==> config.mk <==
export PLATFORM = sky130hd
export DESIGN_NAME = debug_run_controller
export DESIGN_NICKNAME = d
export VERILOG_FILES = /design/src/rtl/debug_run_controller.sv
export SDC_FILE = /design/constraint.sdc
export NUM_CORES = 1
export LEC_CHECK = 0
export CAP_MARGIN = 20
export CORE_ASPECT_RATIO = 0.7
export CORE_MARGIN = 2
export CORE_UTILIZATION = 53
export DETAILED_ROUTE_END_ITERATION = 8
export GPL_TIMING_DRIVEN = 0
export PLACE_DENSITY = 0.85
export SYNTH_ARGS = -nofsm -noshare
export SYNTH_HDL_FRONTEND = slang
export SYNTH_SLANG_ARGS = --single-unit
==> constraint.sdc <==
create_clock -name clk -period 6.4 [get_ports clk]
set_clock_uncertainty 0.2 [all_clocks]
set_input_delay 1.28 -clock clk [delete_from_list [all_inputs] [get_ports clk]]
set_output_delay 1.28 -clock clk [all_outputs]
set_load 0.02 [all_outputs]
==> src/rtl/debug_run_controller.sv <==
// Run/step/halt sequencer for the MIPS debug unit: gates the pipeline step enable,
// detects end/breakpoint/host/count stops and hands off to the dump serializer.
module debug_run_controller #(
  parameter int PC_W  = 8,
  parameter int CNT_W = 16,
  parameter int CYC_W = 32
) (
  input  logic             clk,
  input  logic             rst,
  input  logic             i_cmd_valid,
  input  logic [1:0]       i_cmd_op,
  input  logic [CNT_W-1:0] i_cmd_arg,
  input  logic             i_bp_enable,
  input  logic [PC_W-1:0]  i_bp_addr,
  input  logic [PC_W-1:0]  i_pc,
  input  logic             is_stop_pipe,
  input  logic             i_dump_done,
  output logic             o_cmd_ready,
  output logic             o_step,
  output logic             o_dump_req,
  output logic             o_busy,
  output logic [2:0]       o_halt_cause,
  output logic [CYC_W-1:0] o_cycle_count
);

  typedef enum logic [2:0] {S_IDLE, S_RUN, S_STEP, S_RUNN, S_DUMP, S_ENDED} state_t;

  localparam logic [1:0] OP_RUN  = 2'd0;
  localparam logic [1:0] OP_STEP = 2'd1;
  localparam logic [1:0] OP_RUNN = 2'd2;
  localparam logic [1:0] OP_HALT = 2'd3;

  localparam logic [2:0] C_NONE  = 3'd0;
  localparam logic [2:0] C_END   = 3'd1;
  localparam logic [2:0] C_BP    = 3'd2;
  localparam logic [2:0] C_HOST  = 3'd3;
  localparam logic [2:0] C_STEP  = 3'd4;
  localparam logic [2:0] C_COUNT = 3'd5;

  state_t           state, state_d;
  logic [CNT_W-1:0] n_cnt;
  logic             skip;
  logic             accept, bp_hit, halt_cmd, cnt_done, stop, running;
  logic [2:0]       stop_cause;

  assign accept   = i_cmd_valid && o_cmd_ready;
  assign running  = (state == S_RUN) || (state == S_RUNN);
  assign bp_hit   = i_bp_enable && (i_pc == i_bp_addr) && !skip;
  assign halt_cmd = accept && (i_cmd_op == OP_HALT);
  // Counter holds the steps still owed, so the last one is issued while it reads 1.
  assign cnt_done = (state == S_RUNN) && (n_cnt == CNT_W'(1));

  always_comb begin
    stop       = 1'b1;
    stop_cause = C_NONE;
    if (is_stop_pipe)  stop_cause = C_END;
    else if (bp_hit)   stop_cause = C_BP;
    else if (halt_cmd) stop_cause = C_HOST;
    else if (cnt_done) stop_cause = C_COUNT;
    else               stop       = 1'b0;
  end

  always_comb begin
    state_d = state;
    case (state)
      S_IDLE: begin
        if (accept) begin
          case (i_cmd_op)
            OP_RUN:  state_d = S_RUN;
            OP_STEP: state_d = S_STEP;
            OP_RUNN: state_d = (i_cmd_arg == '0) ? S_DUMP : S_RUNN;
            default: state_d = S_IDLE;
          endcase
        end
      end
      S_RUN, S_RUNN: if (stop) state_d = S_DUMP;
      S_STEP:        state_d = S_DUMP;
      S_DUMP: begin
        if (i_dump_done) state_d = (o_halt_cause == C_END) ? S_ENDED : S_IDLE;
      end
      S_ENDED:       state_d = S_ENDED;
      default:       state_d = S_IDLE;
    endcase
  end

  always_ff @(posedge clk or negedge rst) begin
    if (!rst) begin
      state         <= S_IDLE;
      n_cnt         <= '0;
      skip          <= 1'b0;
      o_cmd_ready   <= 1'b1;
      o_step        <= 1'b0;
      o_dump_req    <= 1'b0;
      o_busy        <= 1'b0;
      o_halt_cause  <= C_NONE;
      o_cycle_count <= '0;
    end else begin
      state       <= state_d;
      o_cmd_ready <= (state_d == S_IDLE) || (state_d == S_RUN) || (state_d == S_RUNN);
      o_busy      <= (state_d != S_IDLE);
      o_dump_req  <= (state_d == S_DUMP);
      o_step      <= (state_d == S_RUN) || (state_d == S_RUNN) ||
                     (state == S_IDLE && state_d == S_STEP);

      if (o_step) begin
        o_cycle_count <= o_cycle_count + CYC_W'(1);
        skip          <= 1'b0;
      end

      case (state)
        S_IDLE: begin
          if (accept) begin
            o_halt_cause <= C_NONE;
            if (i_cmd_op == OP_RUN) skip <= 1'b1;
            if (i_cmd_op == OP_RUNN) begin
              if (i_cmd_arg == '0) begin
                o_halt_cause <= C_COUNT;
              end else begin
                n_cnt <= i_cmd_arg;
                skip  <= 1'b1;
              end
            end
          end
        end
        S_RUN, S_RUNN: begin
          if (state == S_RUNN && o_step) n_cnt <= n_cnt - CNT_W'(1);
          if (running && stop) o_halt_cause <= stop_cause;
        end
        S_STEP: o_halt_cause <= is_stop_pipe ? C_END : C_STEP;
        default: ;
      endcase
    end
  end

endmodule

* Word-level counts from Yosys, hierarchy flattened
Cells that the tools add are included.
Operators by class: bitwise operators 0, $lt $le $gt $ge 0, $add $sub $neg 2, shift operators 0, equality and inequality tests 20, muxes and demuxes 32, multipliers 0, divide/modulo/power cells 0, reduce and logical (&&, ||, !) cells 24
Operators by type and width (number):
- 16-bit two-way mux | 4
- 3-bit two-way mux | 14
- 32-bit by 1-bit adder with 32-bit output, second input constant | 1
- 16-bit one-hot mux with 2 select lines | 1
- 3-bit one-hot mux with 3 select lines | 2
- 16-bit by 1-bit equality test with 1-bit output, second input constant | 1
- 16-bit logical NOT | 1
- 16-bit by 1-bit subtractor with 16-bit output, second input constant | 1
- 3-bit one-hot mux with 5 select lines | 1
- 3-bit by 2-bit equality test with 1-bit output, second input constant | 4
- 1-bit two-way mux | 10
- 3-bit by 1-bit equality test with 1-bit output, second input constant | 3
- 3-bit equality test, second input constant | 3
- 8-bit equality test | 1
- 1-bit logical AND | 8
- 2-bit != test, second input constant | 4
- 3-bit logical NOT | 2
- 3-bit nonzero test | 2
- 1-bit logical OR | 5
- 5-bit AND reduction | 1
- 2-bit equality test, second input constant | 2
- 3-bit AND reduction | 1
- 2-bit by 1-bit equality test with 1-bit output, second input constant | 1
- 2-bit logical NOT | 1
- other kinds (4) | 4
Word-level totals: RAM bits 0, output and inout port bits 39, input bits 40, word-level logic and storage cells 87, register bits 59, memories 0, ROM bits 0, bits in latches 0

* Logic depth before layout (Yosys ltp)
depth after elaboration 11, mapped depth 8, mapped depth without buffers 8

* Least setup slack after synthesis
Ideal clock, no wire load.
path type input port to flip-flop, start point input i_cmd_arg[5], end point register n_cnt[0], data arrival time 2.550 ns, buffers on the path 1, setup time 0.135 ns, data required time 6.065 ns, stages on the path 5, slack 3.515 ns, path through nor4_1 > nand4_1 > a21boi_1 > clkbuf_1 > o21ai_0
Between the ends: word-level cells in the longest chain between the ends 3
Ends and longest elaborated chain:
- start, declared | RTL line 12 | input logic [CNT_W-1:0] i_cmd_arg,
- 16-bit logical NOT | RTL line 116 | if (i_cmd_arg == '0) begin
- 2-bit != test (no line)
- 5-bit AND reduction (no line)
- end signal, assigned | RTL line 119 | n_cnt <= i_cmd_arg;
- end signal, assigned | RTL line 126 | if (state == S_RUNN && o_step) n_cnt <= n_cnt - CNT_W'(1);
- end, declared | RTL line 41 | logic [CNT_W-1:0] n_cnt;
Every way passes these cells. A chain may end at the register's enable or synchronous reset.

* Worst setup path in the final report
start point input i_cmd_arg[15], end point register n_cnt[12]
The elaborated chain is that of the path after synthesis.

==> flow_metrics.tcl <==
set metrics [dict create \
    critPathLaunchType "input port" \
    ys_seq_area_frac 0.473 \
    grt_use_met3 0.0914 \
    fillCellCount 430 \
    preCtsSetupSlack_ps 2420 \
    synthCells 339 \
    slowest_delay_ps 750 \
    synth_ff_type "dfrtp_1" \
    crit_required_ps 6400 \
    slowest_stage "a21boi_1" \
    fin_crit_sh 0.587 \
    worst-path-buf-inv 2 \
    grt_first_pass_wirelength_um 13100 \
    globalplace.congestion 0.942 \
    critPathKind "input port to register" \
    synth-edff-count 0 \
    crit_arrival_ps 3750 \
    yosysTopAreaCell "dfrtp_1" \
    rrSetupSlack_ps 3440 \
    path_clk_slew_ps 70 \
    drc 0 \
    synth_top_area_share 0.464 \
    syn-num-nets 382 \
    num_rows 23 \
    final_cell_area_um2 4210 \
    rsz0062_at_grt "false" \
    ys_warn_count 0 \
    path_delay_family "compound AO/OA/AOI/OAI gates" \
    cts_tree "built" \
    fin_crit_ps 3750 \
    vias_per_cell 5.96 \
    num_vias 3027 \
    io_buffers 78 \
    final_max_slew_viol_count 0 \
    cts_resized 0 \
    leakage_nw 1.72 \
    start_util 0.549 \
    die_y_um 68.3 \
    syn_area_per_cell_um2 9.22 \
    grt_start_max_net_pins 35 \
    synthTopCellsByArea "dfrtp_1 46%, xnor2_1 7.8%, o21ai_0 4.6%" \
    dpl_cell_area_um2 4020 \
    clk_latency_ps 340 \
    first_iter_violations 407 \
    ctsRootBufferMaster "clkbuf_8" \
    layout-drive-gt1-share 0.0647 \
    die_x_um 95.8 \
    overflow 0 \
    r2r-start "n_cnt[0]" \
    use_met1 0.368 \
    cp_max_fo 10 \
    firstDrtPassIters 5 \
    io_pins 79 \
    crit_chain "clkdlybuf4s50_1, nor4_1, nand4_1, a21boi_1, clkbuf_1, o21ai_0" \
    synth-seq-cells 59 \
    routed_wl_um 8170 \
    syn2layout_area_growth_pct 34.6 \
    worstHoldPathType "register to register" \
    wire_per_inst_um 16.1 \
    worstMarginPinSlew_ps 828 \
    setup_viol 0 \
    post_cts_buffers 0 \
    track_usage 0.267 \
    worst_slew_margin_rel 0.447 \
    async_reset_ff_frac 1.00 \
    cts.sinks 59 \
    antenna_left 0 \
    ir_drop_uv 181 \
    antenna_found_initial 0 \
    use_met2 0.402 \
    end_kind "register" \
    finalSetupTns_ps 0 \
    n_antenna_cell 0 \
    worst_slack_ps 2650 \
    cts_made_buffers 9 \
    cts_max_level 3 \
    hold_start "o_cycle_count[31]" \
    cellPowerDensity_nw_per_um2 325 \
    nNetsFinal 472 \
    die_area_um2 6540 \
    final_common_cell "clkdlybuf4s50_1" \
    final_cell_mix "77 x clkdlybuf4s50_1, 58 x dfrtp_1, 32 x nand2_1, 32 x nor2_1, 29 x o21ai_0" \
    worstSetupStartpoint "i_cmd_arg[15]" \
    cts_hold_buf 0 \
    maxCapViolations 0 \
    syn_area_um2 3130 \
    busiest_layer "met2" \
    core_um2 5700 \
    hold_viol_final 0 \
    cts_max_path_buffers 2 \
    post-dp-hpwl_um 6020 \
    fmax_mhz 266 \
    yosys.cell_types.count 45 \
    grt_pass1_vias 2749 \
    status "finished clean" \
]
-- power by group --
group | internal [mW] | leakage, nW | switching (mW)
clock | 0.186 | 0.102 | 0.143
combinational | 0.208 | 0.854 | 0.263
sequential | 0.466 | 0.768 | 0.0999
total | 0.861 | 1.72 | 0.507
-- final timing paths --
path | end | depth (start not counted)
worst min register to register | o_cycle_count[31] | 1
worst min-delay path | o_cycle_count[31] | 1
min in group asynchronous | o_step | 1
worst max-delay path | n_cnt[12] | 6
max in group asynchronous | n_cnt[5] | 2
worst max register to register | n_cnt[14] | 8
-- cells in the mapped netlist (8+ instances only) --
library cell,number
nand4_1,13
nand3_1,9
o21ai_0,29
xnor2_1,28
inv_1,11
nor3_1,9
clkbuf_1,12
nor4_1,8
dfrtp_1,58
nor2_1,32
nand2_1,32
a21oi_1,20
xor2_1,11
-- routing by layer --
layer,wire (um),up-vias
li1,-,1386
met1,3670,1462
met2,3580,167
met3,825,12
met4,97,0
met5,0,-
-- stage by stage --
| stage | cells | utilization | hold slack [ps] | power [mW] |
|---|---|---|---|---|
| finish | 508 | 0.738 | 272 | 1.37 |
| floorplan | 339 | - | 266 | 0.835 |
| global route | 508 | 0.738 | 294 | 1.45 |
| detailed placement | 493 | 0.705 | 262 | 1.03 |
| CTS | 508 | 0.738 | 271 | 1.36 |
| global placement | 492 | 0.702 | 263 | 0.999 |
-- sequential cells by signal, indices dropped and copies added, names as in the netlist --
signal,flops
n_cnt,16
o_busy,1
o_cmd_ready,1
o_cycle_count,32
o_dump_req,1
o_halt_cause,3
o_step,1
skip,1
state,3
-- worst register-to-register path, cell delays in order (launching register included) --
cell and delay [ps]:
dfrtp_1 430, inv_1 80, ha_1 190, or4b_2 670
or2_2 330, nor3_1 450, a21oi_1 170, o21ai_0 190
o21ai_0 120
-- final cells by class --
type                       instances  area (um^2)  share of cell area
inverter                          11         41.3             0.00981
sequential                        59         1480               0.351
clock buffer                      10          138              0.0327
multi-input combinational        255         1550               0.369
timing repair buffer              79          796               0.189
buffer                            14         53.8              0.0128
tap                               75         93.8              0.0223
clock inverter                     5         53.8              0.0128
-- cells by family after synthesis --
logic type / count (synthesis) / synth area share
flip-flops: 59 / 0.473
buffers and inverters: 25 / 0.0304
XOR/XNOR: 39 / 0.109
adder cells (fa/ha/maj): 3 / 0.0120
AO/OA/AOI/OAI: 71 / 0.135
multiplexers: 1 / 0.00360
AND/OR/NAND/NOR: 141 / 0.237
Note: power is estimated with default switching activity, not from simulation.
